### src/rtl/gp_pkg.sv
// Shared definitions for the graphics command front end and decoder.
package gp_pkg;

  typedef enum logic [1:0] {
    StIdle  = 2'd0,
    StFetch = 2'd1,
    StDrain = 2'd2
  } gp_state_e;

  localparam logic [7:0]  STOP_OP_DEFAULT  = 8'h00;
  localparam logic [31:0] FRAME_RESET_BASE = 32'h1F80_0000;

  // Opcode field of a command word, shared with the command decoder.
  localparam int unsigned CMD_OP_MSB = 31;
  localparam int unsigned CMD_OP_LSB = 24;
  localparam int unsigned CMD_OP_W   = CMD_OP_MSB - CMD_OP_LSB + 1;

  function automatic logic [CMD_OP_W-1:0] cmd_opcode(input logic [31:0] cmd);
    return cmd[CMD_OP_MSB:CMD_OP_LSB];
  endfunction

  function automatic logic [31:0] word_align(input logic [31:0] addr);
    return addr & 32'hFFFF_FFFC;
  endfunction

endpackage

### src/rtl/gp_cmd_fifo.sv
// Synchronous FIFO with registered storage and an occupancy count.
// Depth must be a power of two so the pointers wrap naturally.
module gp_cmd_fifo #(
  parameter int unsigned Width = 32,
  parameter int unsigned Depth = 8,
  localparam int unsigned AddrW = $clog2(Depth),
  localparam int unsigned CntW  = AddrW + 1
) (
  input  logic             clk,
  input  logic             rst,
  input  logic             wr_en,
  input  logic [Width-1:0] wr_data,
  input  logic             rd_en,
  output logic [Width-1:0] rd_data,
  output logic             empty,
  output logic [CntW-1:0]  count
);

  logic [Width-1:0] mem_q [Depth];
  logic [AddrW-1:0] wr_ptr_q;
  logic [AddrW-1:0] rd_ptr_q;
  logic [CntW-1:0]  count_q;
  logic             full;
  logic             do_wr;
  logic             do_rd;

  assign empty   = (count_q == '0);
  assign full    = (count_q == CntW'(Depth));
  assign do_rd   = rd_en && !empty;
  // A write into a full FIFO is fine when the head leaves in the same cycle.
  assign do_wr   = wr_en && (!full || do_rd);
  assign rd_data = mem_q[rd_ptr_q];
  assign count   = count_q;

  // Storage write; contents are only meaningful while count is nonzero.
  always_ff @(posedge clk) begin
    if (do_wr) begin
      mem_q[wr_ptr_q] <= wr_data;
    end
  end

  // Pointer and occupancy update.
  always_ff @(posedge clk) begin
    if (rst) begin
      wr_ptr_q <= '0;
      rd_ptr_q <= '0;
      count_q  <= '0;
    end else begin
      if (do_wr) wr_ptr_q <= wr_ptr_q + AddrW'(1);
      if (do_rd) rd_ptr_q <= rd_ptr_q + AddrW'(1);
      if (do_wr && !do_rd) begin
        count_q <= count_q + CntW'(1);
      end else if (do_rd && !do_wr) begin
        count_q <= count_q - CntW'(1);
      end
    end
  end

endmodule

### src/rtl/gp_cmd_fetch.sv
// Command list fetcher: walks a list in memory on a doorbell, buffers the
// words and streams them to the command decoder until a STOP word.
module gp_cmd_fetch
  import gp_pkg::*;
#(
  parameter int unsigned FIFO_DEPTH = 8,
  parameter int unsigned MAX_WORDS  = 4096,
  parameter logic [7:0]  STOP_OP    = STOP_OP_DEFAULT
) (
  input  logic        clk,
  input  logic        rst,
  input  logic [31:0] gp_code,
  input  logic [31:0] gp_frame,
  input  logic        gp_valid,
  output logic        mem_req_valid,
  input  logic        mem_req_ready,
  output logic [31:0] mem_req_addr,
  input  logic        mem_resp_valid,
  input  logic [31:0] mem_resp_data,
  output logic        cmd_valid,
  input  logic        cmd_ready,
  output logic [31:0] cmd_data,
  output logic [31:0] frame_base,
  output logic        busy,
  output logic        err_overrun
);

  localparam int unsigned CntW = $clog2(FIFO_DEPTH) + 1;
  localparam int unsigned WcW  = $clog2(MAX_WORDS) + 1;
  localparam logic [WcW-1:0]  MaxWordsW = WcW'(MAX_WORDS);
  localparam logic [CntW:0]   DepthW    = (CntW + 1)'(FIFO_DEPTH);

  gp_state_e        state_q, state_d;
  logic [31:0]      ptr_q, ptr_d;
  logic [WcW-1:0]   word_cnt_q, word_cnt_d;
  logic [CntW-1:0]  outst_q, outst_d;
  logic             pend_valid_q, pend_valid_d;
  logic [31:0]      pend_addr_q, pend_addr_d;
  logic             stop_seen_q, stop_seen_d;
  logic             err_q, err_d;
  logic [31:0]      frame_q;

  logic [CntW-1:0]  fifo_count;
  logic             fifo_empty;
  logic [31:0]      fifo_head;
  logic             fifo_wr;
  logic             fifo_rd;
  logic [CntW:0]    in_flight;
  logic             req_fire;
  logic             resp_live;
  logic             resp_is_stop;

  // Credit: buffered words plus words still in flight never exceed FIFO_DEPTH,
  // so every response has a guaranteed slot.
  assign in_flight     = {1'b0, fifo_count} + {1'b0, outst_q};
  assign mem_req_valid = (state_q == StFetch) && (in_flight < DepthW) &&
                         (word_cnt_q < MaxWordsW);
  assign mem_req_addr  = ptr_q;
  assign req_fire      = mem_req_valid && mem_req_ready;

  assign resp_live     = mem_resp_valid && (state_q != StIdle);
  assign resp_is_stop  = (cmd_opcode(mem_resp_data) == STOP_OP);
  assign fifo_wr       = resp_live && !stop_seen_q && !resp_is_stop;

  assign cmd_valid     = !fifo_empty;
  assign fifo_rd       = cmd_valid && cmd_ready;
  assign cmd_data      = cmd_valid ? fifo_head : '0;

  assign busy          = (state_q != StIdle);
  assign err_overrun   = err_q;
  assign frame_base    = frame_q;

  gp_cmd_fifo #(
    .Width (32),
    .Depth (FIFO_DEPTH)
  ) u_fifo (
    .clk     (clk),
    .rst     (rst),
    .wr_en   (fifo_wr),
    .wr_data (mem_resp_data),
    .rd_en   (fifo_rd),
    .rd_data (fifo_head),
    .empty   (fifo_empty),
    .count   (fifo_count)
  );

  // Next-state: list walk, credit accounting, pending doorbell and overrun.
  always_comb begin
    state_d      = state_q;
    ptr_d        = ptr_q;
    word_cnt_d   = word_cnt_q;
    outst_d      = outst_q;
    pend_valid_d = pend_valid_q;
    pend_addr_d  = pend_addr_q;
    stop_seen_d  = stop_seen_q;
    err_d        = err_q;

    if (req_fire) begin
      ptr_d      = ptr_q + 32'd4;
      word_cnt_d = word_cnt_q + WcW'(1);
    end

    if (req_fire && !resp_live) begin
      outst_d = outst_q + CntW'(1);
    end else if (!req_fire && resp_live) begin
      outst_d = outst_q - CntW'(1);
    end

    if (resp_live && resp_is_stop) begin
      stop_seen_d = 1'b1;
    end

    unique case (state_q)
      StIdle: begin
        // A fresh doorbell overrides an older pending one.
        if (gp_valid || pend_valid_q) begin
          ptr_d        = gp_valid ? word_align(gp_code) : pend_addr_q;
          word_cnt_d   = '0;
          stop_seen_d  = 1'b0;
          pend_valid_d = 1'b0;
          state_d      = StFetch;
        end
      end
      StFetch: begin
        if (resp_live && resp_is_stop) begin
          state_d = StDrain;
        end else if (word_cnt_q == MaxWordsW) begin
          err_d   = 1'b1;
          state_d = StDrain;
        end
      end
      StDrain: begin
        // Leave as the last buffered word is handed over.
        if ((outst_q == '0) &&
            (fifo_empty || ((fifo_count == CntW'(1)) && fifo_rd))) begin
          state_d = StIdle;
        end
      end
      default: state_d = StIdle;
    endcase

    if ((state_q != StIdle) && gp_valid) begin
      pend_valid_d = 1'b1;
      pend_addr_d  = word_align(gp_code);
    end
  end

  // State registers; frame base tracks any nonzero CPU store.
  always_ff @(posedge clk) begin
    if (rst) begin
      state_q      <= StIdle;
      ptr_q        <= '0;
      word_cnt_q   <= '0;
      outst_q      <= '0;
      pend_valid_q <= 1'b0;
      pend_addr_q  <= '0;
      stop_seen_q  <= 1'b0;
      err_q        <= 1'b0;
      frame_q      <= FRAME_RESET_BASE;
    end else begin
      state_q      <= state_d;
      ptr_q        <= ptr_d;
      word_cnt_q   <= word_cnt_d;
      outst_q      <= outst_d;
      pend_valid_q <= pend_valid_d;
      pend_addr_q  <= pend_addr_d;
      stop_seen_q  <= stop_seen_d;
      err_q        <= err_d;
      if (gp_frame != '0) begin
        frame_q <= gp_frame;
      end
    end
  end

endmodule
### config.mk
export PLATFORM = sky130hd
export DESIGN_NAME = gp_cmd_fetch
export DESIGN_NICKNAME = d
export VERILOG_FILES = /design/src/rtl/gp_pkg.sv /design/src/rtl/gp_cmd_fifo.sv /design/src/rtl/gp_cmd_fetch.sv
export SDC_FILE = /design/constraint.sdc
export NUM_CORES = 1
export LEC_CHECK = 0
export CAP_MARGIN = 20
export CORE_ASPECT_RATIO = 1.1
export CORE_MARGIN = 2
export CORE_UTILIZATION = 35
export CTS_CLUSTER_DIAMETER = 120
export DETAILED_ROUTE_END_ITERATION = 8
export RECOVER_POWER = 25
export REMOVE_ABC_BUFFERS = 1
export SLEW_MARGIN = 20
export SYNTH_ARGS = -nofsm -noshare
export SYNTH_HDL_FRONTEND = slang
export SYNTH_SLANG_ARGS = --single-unit
### constraint.sdc
create_clock -name clk -period 14.11 [get_ports clk]
set_input_delay 3.5275 -clock clk [delete_from_list [all_inputs] [get_ports clk]]
set_output_delay 3.5275 -clock clk [all_outputs]
set_load 0.01 [all_outputs]
======== Word-level counts from Yosys, hierarchy flattened ========
Memory sizes are Yosys's and may differ from the RTL's. A register that Yosys moved wholly into a read port is not among the register bits.
Cells that the tools add are included.
storage, ports and cells
  output and inout bits ................... 100
  memories ................................ 1
  register bits after elaboration ......... 126
  bits in writable memories ............... 256
  input port bits ......................... 102
memories
  name          words  width  rd ports  clocked after memory_dff  wr ports  line               source
  u_fifo.mem_q  8      32     1         1                         1         gp_cmd_fifo.sv:19  logic [Width-1:0] mem_q [Depth];
cells by class
  bitwise gates (word level) .............. 1
  muxes and demuxes ....................... 27
  add/subtract/negate cells ............... 9
  equal/unequal tests ..................... 8
  order comparisons ....................... 2
  reductions and logical operators ........ 41
operator list
  kind                                                                          number
  32-bit two-way mux                                                            5
  13-bit two-way mux                                                            3
  32-bit by 3-bit adder with 32-bit output, second input constant               1
  32-bit nonzero test                                                           1
  1-bit logical AND                                                             17
  4-bit two-way mux                                                             4
  13-bit by 1-bit adder with 13-bit output, second input constant               1
  13-bit equality test, second input constant                                   1
  13-bit less-than comparator, second input constant                            1
  2-bit nonzero test                                                            5
  4-bit by 1-bit adder with 4-bit output, second input constant                 2
  1-bit logical NOT                                                             8
  4-bit logical NOT                                                             2
  8-bit logical NOT                                                             1
  1-bit two-way mux                                                             8
  2-bit two-way mux                                                             4
  4-bit by 1-bit subtractor with 4-bit output, second input constant            2
  3-bit by 1-bit adder with 3-bit output, second input constant                 2
  3-bit two-way mux                                                             2
  2-bit one-hot mux with 3 select lines                                         1
  3-bit AND reduction                                                           2
  4-bit by 4-bit adder with 5-bit output                                        1
  5-bit by 4-bit less-than comparator with 1-bit output, second input constant  1
  4-bit by 1-bit equality test with 1-bit output, second input constant         1
  9 further kinds                                                               12

======== Logic depth before layout (Yosys ltp) ========
Gate-level depths: netlist of the first run.
  depth in word-level cells ............... 10
  depth in mapped cells ................... 14

======== Hierarchy ========
A second synthesis of the first run with hierarchy kept.
second synthesis, totals
  cell total of the unflattened synthesis .. 1104
  area, all modules ....................... 15894.0 µm²
by module, submodules not included
  module        area each (µm²)  cells an instance  seq. area each (µm²)  times used
  gp_cmd_fifo   10412.5          442                7947.6                1
  gp_cmd_fetch  5481.5           662                2282.2                1

======== Least setup slack after synthesis of the first run ========
OpenSTA, ideal clock, no wires.
  path type ............................... input to register
  start ................................... input port mem_resp_valid
  end ..................................... memory u_fifo.mem_q[0][0] (enable)
  cell stages on the path ................. 4
  path buffers ............................ 0
  slack ................................... 6534 ps
  arrival time ............................ 7075 ps
  setup time .............................. 501 ps
  cell sequence ........................... o21ai_0 -> nor3_1 -> nand2_1 -> nor4_1
between the ends
  longest elaborated chain between the ends .. 6
RTL lines
  item                                     line                source
  start, declared                          gp_cmd_fetch.sv:18  input logic mem_resp_valid,
  1-bit logical AND                        gp_cmd_fetch.sv:61  assign resp_live = mem_resp_valid && (state_q != StIdle);
  1-bit logical AND (2 in a row)           gp_cmd_fetch.sv:63  assign fifo_wr = resp_live && !stop_seen_q && !resp_is_stop;
  1-bit logical AND                        gp_cmd_fifo.sv:31   assign do_wr = wr_en && (!full || do_rd);
  1-bit two-way mux                        gp_cmd_fifo.sv:37   if (do_wr) begin
  1-bit two-way mux (not written as such)  gp_cmd_fifo.sv:38   mem_q[wr_ptr_q] <= wr_data;
  end, declared                            gp_cmd_fifo.sv:19
Every way passes these cells.

==> results of run 1 <==
[flip-flops by register name, summed over array words and instances (netlist names), named ones only]
name / cells
err_overrun: 1
frame_base: 32
mem_req_addr: 30
outst_q: 4
pend_addr_q: 30
pend_valid_q: 1
state_q: 2
stop_seen_q: 1
u_fifo.count: 4
u_fifo.mem_q: 256
u_fifo.rd_ptr_q: 3
u_fifo.wr_ptr_q: 3
word_cnt_q: 13
[logic make-up after synthesis]
logic type,count (synthesis),synth area share [%]
adders and majority gates,17,1.417
xor gates and xnor gates,37,2.085
and+or+nand+nor,331,10.51
muxes,102,11.72
other,1,0.02413
AOI/OAI and AO/OA,151,6.190
DFF,383,65.81
buffers and inverters,85,2.238
[worst min-delay path by stage]
stage / endpoint / start / cells past startpoint / slack (ns)
final: pend_addr_q[14]$_SDFFE_PP0P_ / pend_addr_q[14]$_SDFFE_PP0P_ / 2 / 0.45
after global routing: pend_addr_q[17]$_SDFFE_PP0P_ / pend_addr_q[17]$_SDFFE_PP0P_ / 2 / 0.47
after floorplan: pend_addr_q[10]$_SDFFE_PP0P_ / pend_addr_q[10]$_SDFFE_PP0P_ / 2 / 0.43
after detailed placement: pend_addr_q[17]$_SDFFE_PP0P_ / pend_addr_q[17]$_SDFFE_PP0P_ / 2 / 0.44
after global placement: pend_addr_q[5]$_SDFFE_PP0P_ / pend_addr_q[5]$_SDFFE_PP0P_ / 2 / 0.44
after CTS: pend_addr_q[17]$_SDFFE_PP0P_ / pend_addr_q[17]$_SDFFE_PP0P_ / 2 / 0.45
[where the power goes]
group	internal, W	switching, W
clock network	0.000612	0.000448
logic	0.000343	0.000316
registers	0.00123	0.0000515
total	0.00219	0.000815
[final cells by class]
type / instances / share of cell area [%]
timing repair buffer: 215 / 10.77
inverter: 17 / 0.3274
sequential: 383 / 52.51
clock inverter: 26 / 1.046
multi-input combinational: 640 / 25.82
clock buffer: 51 / 5.828
tap: 574 / 3.684
antenna: 1 / 0.01284
[placed cells by master, fill, tap and decap left out, types with 16 or more instances in the layout]
master / netlist / final
dfxtp_1: 127 / 124
mux4_2: 64 / 64
nand3_1: 22 / 22
xnor2_1: 20 / 20
xor2_1: 17 / 17
a211oi_1: 41 / 41
nand4_1: 17 / 17
nor2b_1: 27 / 27
nand2_1: 90 / 90
buf_4: 3 / 19
edfxtp_1: 256 / 256
nor4_1: 24 / 23
mux2i_1: 38 / 38
clkdlybuf4s50_1: 0 / 170
dlygate4sd3_1: 0 / 25
ha_1: 16 / 16
nor2_1: 94 / 90
clkbuf_16: 0 / 43
a21oi_1: 70 / 70
inv_1: 16 / 16
[critical path: cells and delay by family (launching register included)]
kind,cells,cell delay [ns]
buffers and inverters,2,1.21
flip-flops,1,0.73
multiplexers,2,0.75
AND/OR/NAND/NOR,1,0.10
[through the flow]
step | instance area (sq um) | worst slack, ns | util [%] | total power (W)
floorplan | 15260 | 6.372 | - | 0.001679
global placement | 18150 | 7.539 | 41.59 | 0.001982
detailed placement | 18150 | 7.523 | 41.59 | 0.001987
CTS | 19490 | 6.996 | 44.66 | 0.003059
global route | 19490 | 6.879 | 44.66 | 0.003150
finish | 19490 | 7.157 | 44.66 | 0.003005
[routing by layer]
layer  routed length (um)  global-route usage (%)  up-vias
met5                   13                       0        -
met4                  665                   4.061        2
met3                 2848                   5.509       51
met2                17240                   26.85      244
met1                15980                   20.12     4820
li1                     -                       -     4609
==> impl_metrics.env, run 1 <==
export IMPL_status="complete, no violations"
export IMPL_wl_mm=36.75
export IMPL_yosys_most_used_dff="edfxtp_1"
export IMPL_cts_tree="done"
export IMPL_async_reset_ff_share_pct=0
export IMPL_cp_slowest_stage_delay_ns=0.73
export IMPL_postCtsSetupRepairBufs=0
export IMPL_cts_htree_levels=2
export IMPL_grt_max_degree=80
export IMPL_synth_common_cells="edfxtp_1, dfxtp_1, nor2_1"
export IMPL_cp_data_arrival_time_ns=3.43
export IMPL_routabilityCongestion=0.7936
export IMPL_worst_pin_slew_ns=1.015
export IMPL_drc_errors=0
export IMPL_synthTopCellsByArea="edfxtp_1, dfxtp_1, mux4_2, mux2i_1, nor2_1"
export IMPL_core_area_sq_mm=0.04364
export IMPL_cp_cell_sequence="buf_4 -> mux4_2 -> mux2i_1 -> nor2_1 -> clkdlybuf4s50_1"
export IMPL_syn_to_final_growth_pct=25.40
export IMPL_hold_ws_ns=0.4472
export IMPL_rr_worst_depth=14
export IMPL_yosysWarnings=0
export IMPL_synth_edff_count=256
export IMPL_crit_slowest_cell="dfxtp_4"
export IMPL_worstPathRequired_ns=10.58
export IMPL_dr_total_vias=9726
export IMPL_numCtsBuffers=42
export IMPL_clockRootBuffer="clkbuf_16"
export IMPL_cp_max_fo=37
export IMPL_grt_pass1_vias=10086
export IMPL_fmax_mhz=143.8
export IMPL_yosysSeqAreaShare_pct=65.81
export IMPL_setup_viol=0
export IMPL_ctsResizeCount=0
export IMPL_seqCellArea_sq_mm=0.01024
export IMPL_synth_cell_types=45
export IMPL_synth_most_common_cell="edfxtp_1"
export IMPL_worst_setup_path_start_kind="register"
export IMPL_period_share_pct=49.28
export IMPL_hold_path_class="reg -> reg"
export IMPL_crit_path_end_kind="output pin"
export IMPL_postCtsHoldBufs=0
export IMPL_hold_viol=0
export IMPL_drt_iter0_markers=447
export IMPL_slew_viol_final=0
export IMPL_dieArea_sq_mm=0.04611
export IMPL_peakVddDrop_v=0.00009688
export IMPL_io_buffer_count=197
export IMPL_drt_antenna_violating_nets=0
export IMPL_viasPerCell=5.100
export IMPL_wl_per_cell_um=19.27
export IMPL_crit_reg2reg_launch="u_fifo.count[3]$_SDFFE_PP0P_"
export IMPL_clk_latency_ns=0.56
export IMPL_period_minus_slack_ns=6.953
export IMPL_fin_skew_ns=0.01525
export IMPL_multi_input_area_sq_mm=0.005032
export IMPL_numClockSinks=383
export IMPL_initial_utilization_pct=35.62
export IMPL_rsz0062_at_grt="no"
export IMPL_tns_ns=0
export IMPL_ys_ff_latch=383
export IMPL_track_usage_pct=16.13
export IMPL_worstSetupPathType="reg -> out"
export IMPL_overflow=0
export IMPL_drive_gt1_share_pct=12.69
export IMPL_clockBufferDepth=3
export IMPL_drv_cap=0
export IMPL_fill_cells=4011
export IMPL_dieHeight_um=225.0
export IMPL_p_leak_nw=6.253
export IMPL_slew_headroom_pct=32.34
export IMPL_fin_cells=1907
export IMPL_nNetsFinal=1418
export IMPL_synth_top_area_share_pct=49.46
export IMPL_clk_pin_slew_ns=0.05
export IMPL_synth_area_leader_cell="edfxtp_1"
export IMPL_antenna_found_initial=2
export IMPL_powerDensity_mw_per_mm2=154.1
export IMPL_drtPass1Iterations=4
export IMPL_pin_count=202
export IMPL_r2r_end="outst_q[3]$_SDFFE_PP0P_"
export IMPL_synthCells=1107
export IMPL_grt_pass1_wl_mm=57.15
export IMPL_die_w_um=204.9
export IMPL_rrSetupSlack_ns=10.69
export IMPL_avgSynthCellArea_sq_um=14.04
export IMPL_endpoint="cmd_data[19]"
export IMPL_hpwl_mm=21.60
export IMPL_num_rows=80
export IMPL_place_inst=1829
export IMPL_syn_area_sq_mm=0.01554
No activity file was read; power rests on OpenSTA's default activity.
==> run 2, diff against run 1 <==
clock period = 6.44 ns   (was 14.11 ns; I/O delays follow)
==> run 2 against run 1 <==
Global-route usage is 0.27 points lower. Die area did not move. Clock power rose by 110%. Core utilization down 0.18 points. Sequential power up 120%. First-iteration DRC count grew 7.8%. Cell area is 0.41% lower. Routed wire length decreased by 1.1%. Largest power group unchanged.
==> impl_metrics.env, run 2 (same netlist as run 1, synthesis figures left out) <==
export IMPL_drt_iter0_markers=482
export IMPL_clk_latency_ns=0.55
export IMPL_clockRootBuffer="clkbuf_16"
export IMPL_clockBufferDepth=3
export IMPL_fin_cells=1907
export IMPL_setup_viol=0
export IMPL_status="complete, no violations"
export IMPL_regMostFlops="u_fifo.mem_q"
export IMPL_overflow=0
export IMPL_min_to="pend_addr_q[3]$_SDFFE_PP0P_"
export IMPL_post_dp_cell_area_sq_mm=0.01818
export IMPL_worst_setup_path_start_kind="register"
export IMPL_postCtsHoldBufs=0
export IMPL_track_usage_pct=15.86
export IMPL_grt_pass1_vias=9892
export IMPL_wl_mm=36.33
export IMPL_io_buffer_count=197
export IMPL_hpwl_mm=22.37
export IMPL_syn_to_final_growth_pct=24.89
export IMPL_power_w=0.006462
export IMPL_hold_viol=0
export IMPL_num_rows=80
export IMPL_initial_utilization_pct=35.62
export IMPL_antenna_found_initial=4
export IMPL_worstPathRequired_ns=4.83
export IMPL_hold_path_class="reg -> reg"
export IMPL_hold_depth=2
export IMPL_crit_path_end_kind="output pin"
export IMPL_nNetsFinal=1421
export IMPL_core_area_sq_mm=0.04364
export IMPL_drt_antenna_violating_nets=0
export IMPL_tns_ns=0
export IMPL_drive_gt1_share_pct=12.17
export IMPL_period_minus_slack_ns=4.832
export IMPL_numClockSinks=383
export IMPL_worstSetupPathType="reg -> out"
export IMPL_rr_worst_depth=14
export IMPL_drtPass1Iterations=5
export IMPL_numCtsBuffers=41
export IMPL_stdcell_area_sq_mm=0.01941
export IMPL_drc_errors=0
export IMPL_crit_reg2reg_launch="u_fifo.count[3]$_SDFFE_PP0P_"
export IMPL_viasPerCell=5.112
export IMPL_wl_per_cell_um=19.05
export IMPL_cts_tree="done"
export IMPL_period_share_pct=75.03
export IMPL_grt_max_degree=79
export IMPL_rsz0062_at_grt="no"
export IMPL_powerDensity_mw_per_mm2=332.9
export IMPL_fin_skew_ns=0.01286
export IMPL_dieHeight_um=225.0
export IMPL_cts_htree_levels=2
export IMPL_slew_headroom_pct=33.26
export IMPL_dr_total_vias=9748
export IMPL_pin_count=202
export IMPL_slew_viol_final=0
export IMPL_grt_pass1_wl_mm=56.48
export IMPL_layout_commonest_cell="edfxtp_1"
export IMPL_rrSetupSlack_ns=2.99
export IMPL_dieArea_sq_mm=0.04611
export IMPL_peakVddDrop_v=0.0001686
export IMPL_cp_data_arrival_time_ns=3.22
export IMPL_largest_reg_flops=256
export IMPL_r2r_end="outst_q[3]$_SDFFE_PP0P_"
export IMPL_die_w_um=204.9
export IMPL_hp_start="pend_addr_q[3]$_SDFFE_PP0P_"
export IMPL_p_leak_nw=6.213
export IMPL_fmax_mhz=207.0
export IMPL_fin_util_pct=44.48
export IMPL_worst_pin_slew_ns=1.001
export IMPL_place_inst=1833
export IMPL_drv_cap=0
export IMPL_cp_max_fo=40
export IMPL_routabilityCongestion=0.7961
export IMPL_ctsResizeCount=0
export IMPL_clk_pin_slew_ns=0.06
export IMPL_postCtsSetupRepairBufs=0
export IMPL_final_cell_mix="edfxtp_1, clkdlybuf4s50_1, dfxtp_1"
## run 2: changes by cell type in the layout (fill, tap and decap cells not counted), sizes merged
cell,delta
clkinv,-6
buf,+4
inv,+3
clkbuf,-1
clkdlybuf4s50,+1
clkinvlp,-1
diode,+1
dlygate4sd3,-1
## run 2: worst max-delay path by stage
stage	endpoint	slack, ns
global route	cmd_data[20]	1.41
detailed placement	u_fifo.count[3]$_SDFFE_PP0P_	1.77
floorplan	mem_req_addr[19]$_SDFF_PP0_	0.62
CTS	cmd_data[26]	1.50
finish	cmd_data[26]	1.61
global placement	u_fifo.count[3]$_SDFFE_PP0P_	1.76
## run 2: cell type report
class / instances / area (sq um)
repair buffers: 219 / 2130
inverters: 17 / 63.81
fillers: 4022 / 24230
diodes: 2 / 5.005
clock buffers: 50 / 1060
well taps: 574 / 718.2
multi-input cells: 640 / 5032
clock inverters: 22 / 167.7
flip-flops and latches: 383 / 10240
## run 2: power by group
part / leakage [nW] / internal [W] / total, W / switching (W)
sequential: 3.35 / 0.00270 / 0.00284 / 0.000140
combinational: 2.26 / 0.000755 / 0.00143 / 0.000672
clock: 0.600 / 0.00125 / 0.00219 / 0.000938
## run 2: metrics by stage
step           hold WS [ns]  setup slack, ns
3_3_place_gp         0.4370            1.757
5_1_grt              0.4695            1.406
4_1_cts              0.4497            1.500
3_5_place_dp         0.4419            1.768
2_1_floorplan        0.4257           0.6193
6_report             0.4471            1.608
## run 2: routing by layer
metal  part of all wire [%]  wire length, um  global-route usage (%)
met1                     43            15460                   20.02
met2                     48            17300                   26.16
met3                    8.1             2946                   5.249
met4                    1.6              599                   4.201
met5                  0.091               33                       0
## run 2: critical path, cell delays in order (launching register included)
cell	delay (ns)
dfxtp_2	0.77
buf_4	0.65
mux4_2	0.41
mux2i_1	0.24
nor2_1	0.07
clkdlybuf4s50_1	0.50
==> run 3, diff against run 2 <==
clock period = 4.7 ns   (was 6.44 ns; I/O delays follow)
==> run 3 against run 2 <==
Power is 39% higher. Critical path type unchanged. Global-route usage barely moved. Highest routed layer unchanged. Setup slack worse by 1.0 ns. Largest power group unchanged. Worst hold slack barely moved.
==> impl_metrics.env, run 3 (same netlist as run 1, synthesis figures left out) <==
export IMPL_status="complete, no violations"
export IMPL_drtPass1Iterations=4
export IMPL_crit_path_end_kind="output pin"
export IMPL_grt_max_degree=56
export IMPL_drv_cap=0
export IMPL_fin_cells=1913
export IMPL_wl_mm=36.61
export IMPL_layout_commonest_cell="edfxtp_1"
export IMPL_io_buffer_count=197
export IMPL_setup_viol=0
export IMPL_rr_worst_depth=14
export IMPL_fin_skew_ns=0.01403
export IMPL_hold_ws_ns=0.4476
export IMPL_grt_pass1_wl_mm=56.35
export IMPL_p_leak_nw=6.281
export IMPL_drt_antenna_violating_nets=0
export IMPL_antenna_found_initial=3
export IMPL_wl_per_cell_um=19.14
export IMPL_slew_headroom_pct=48.05
export IMPL_clockBufferDepth=3
export IMPL_numClockSinks=383
export IMPL_pre_cts_ws_ns=0.6731
export IMPL_met3_usage_pct=5.003
export IMPL_dr_total_vias=9789
export IMPL_multi_input_area_sq_mm=0.005032
export IMPL_clk_latency_ns=0.56
export IMPL_period_minus_slack_ns=4.102
export IMPL_fin_util_pct=44.74
export IMPL_fill_cells=3967
export IMPL_hpwl_mm=22.55
export IMPL_postCtsSetupRepairBufs=0
export IMPL_tns_ns=0
export IMPL_seqCellArea_sq_mm=0.01024
export IMPL_cts_htree_levels=2
export IMPL_cp_max_fo=28
export IMPL_worstSetupPathType="reg -> out"
export IMPL_met2_usage_pct=26.46
export IMPL_hold_viol=0
export IMPL_grt_busiest_layer="met2"
export IMPL_worst_pin_slew_ns=0.7793
export IMPL_worst_setup_path_start_kind="register"
export IMPL_hold_depth=2
export IMPL_dieArea_sq_mm=0.04611
export IMPL_die_w_um=204.9
export IMPL_met1_usage_pct=19.77
export IMPL_overflow=0
export IMPL_peakVddDrop_v=0.0002339
export IMPL_drc_errors=0
export IMPL_fmax_mhz=243.8
export IMPL_drive_gt1_share_pct=12.71
export IMPL_num_rows=80
export IMPL_powerDensity_mw_per_mm2=461.4
export IMPL_worstPathRequired_ns=3.52
export IMPL_hold_path_class="reg -> reg"
export IMPL_postCtsHoldBufs=0
export IMPL_viasPerCell=5.117
export IMPL_slew_viol_final=0
export IMPL_track_usage_pct=15.89
export IMPL_place_inst=1839
export IMPL_nNetsFinal=1427
export IMPL_setup_slack_ns=0.5982
export IMPL_syn_to_final_growth_pct=25.62
export IMPL_rsz0062_at_grt="no"
export IMPL_clockRootBuffer="clkbuf_16"
export IMPL_pin_count=202
export IMPL_cp_data_arrival_time_ns=2.93
export IMPL_largest_reg_flops=256
export IMPL_period_share_pct=87.27
export IMPL_dieHeight_um=225.0
export IMPL_core_area_sq_mm=0.04364
export IMPL_routabilityCongestion=0.7945
export IMPL_regMostFlops="u_fifo.mem_q"
export IMPL_final_cell_mix="edfxtp_1, clkdlybuf4s50_1, dfxtp_1"
export IMPL_grt_pass1_vias=9919
export IMPL_numCtsBuffers=41
export IMPL_drt_iter0_markers=466
export IMPL_ctsResizeCount=0
export IMPL_initial_utilization_pct=35.62
export IMPL_clk_pin_slew_ns=0.06
export IMPL_cts_tree="done"
==> run 3: cell types whose count changed in the layout (fill, tap and decap cells not counted) <==
| cell | previous run | this run |
|---|---|---|
| clkinv_2 | 8 | 9 |
| diode_2 | 2 | 1 |
| clkbuf_1 | 9 | 6 |
| buf_12 | 0 | 1 |
| clkinv_1 | 7 | 9 |
| buf_4 | 23 | 28 |
| clkinvlp_4 | 2 | 1 |
| clkbuf_8 | 0 | 1 |
| bufinv_16 | 2 | 4 |
| inv_6 | 3 | 2 |
==> run 3: area by class of cell <==
type,count,area share [%]
clock inverters,25,1.147
inverters,17,0.3268
multi-input cells,640,25.77
diodes,1,0.01282
well taps,574,3.678
repair buffers,225,11.20
flip-flops and latches,383,52.42
clock buffers,48,5.440
==> run 3: path summary, 6_finish.rpt <==
path              slack [ns]                            to                    startpoint
hold / removal          0.45  pend_addr_q[21]$_SDFFE_PP0P_  pend_addr_q[21]$_SDFFE_PP0P_
setup reg to reg        1.28       outst_q[3]$_SDFFE_PP0P_  u_fifo.count[3]$_SDFFE_PP0P_
setup / recovery        0.60                  cmd_data[24]                      register
hold reg to reg         0.45  pend_addr_q[21]$_SDFFE_PP0P_  pend_addr_q[21]$_SDFFE_PP0P_
==> run 3: stage by stage <==
step                      cell area [sq um]  power (W)
after floorplan                       15260   0.005039
after global placement                18240   0.005968
after detailed placement              18240   0.005989
after CTS                             19520   0.009167
after global routing                  19520   0.009432
final                                 19530   0.009009
==> run 3: per-layer routing <==
metal,wire length (um),vias up
met5,11,-
li1,-,4627
met1,15640,4852
met4,780,2
met2,17470,254
met3,2705,54
==> run 3: critical path: stages (launching register included) <==
cell             delay [ns]
dfxtp_4                0.72
buf_12                 0.33
mux4_2                 0.53
mux2i_1                0.17
nor2_1                 0.09
clkdlybuf4s50_1        0.52
==> run 3: where the power goes <==
part	switching, W	leakage (nW)	total [W]	internal [W]
clock network	0.00131	0.635	0.00314	0.00183
logic	0.000934	2.29	0.00199	0.00105
registers	0.000177	3.35	0.00388	0.00371
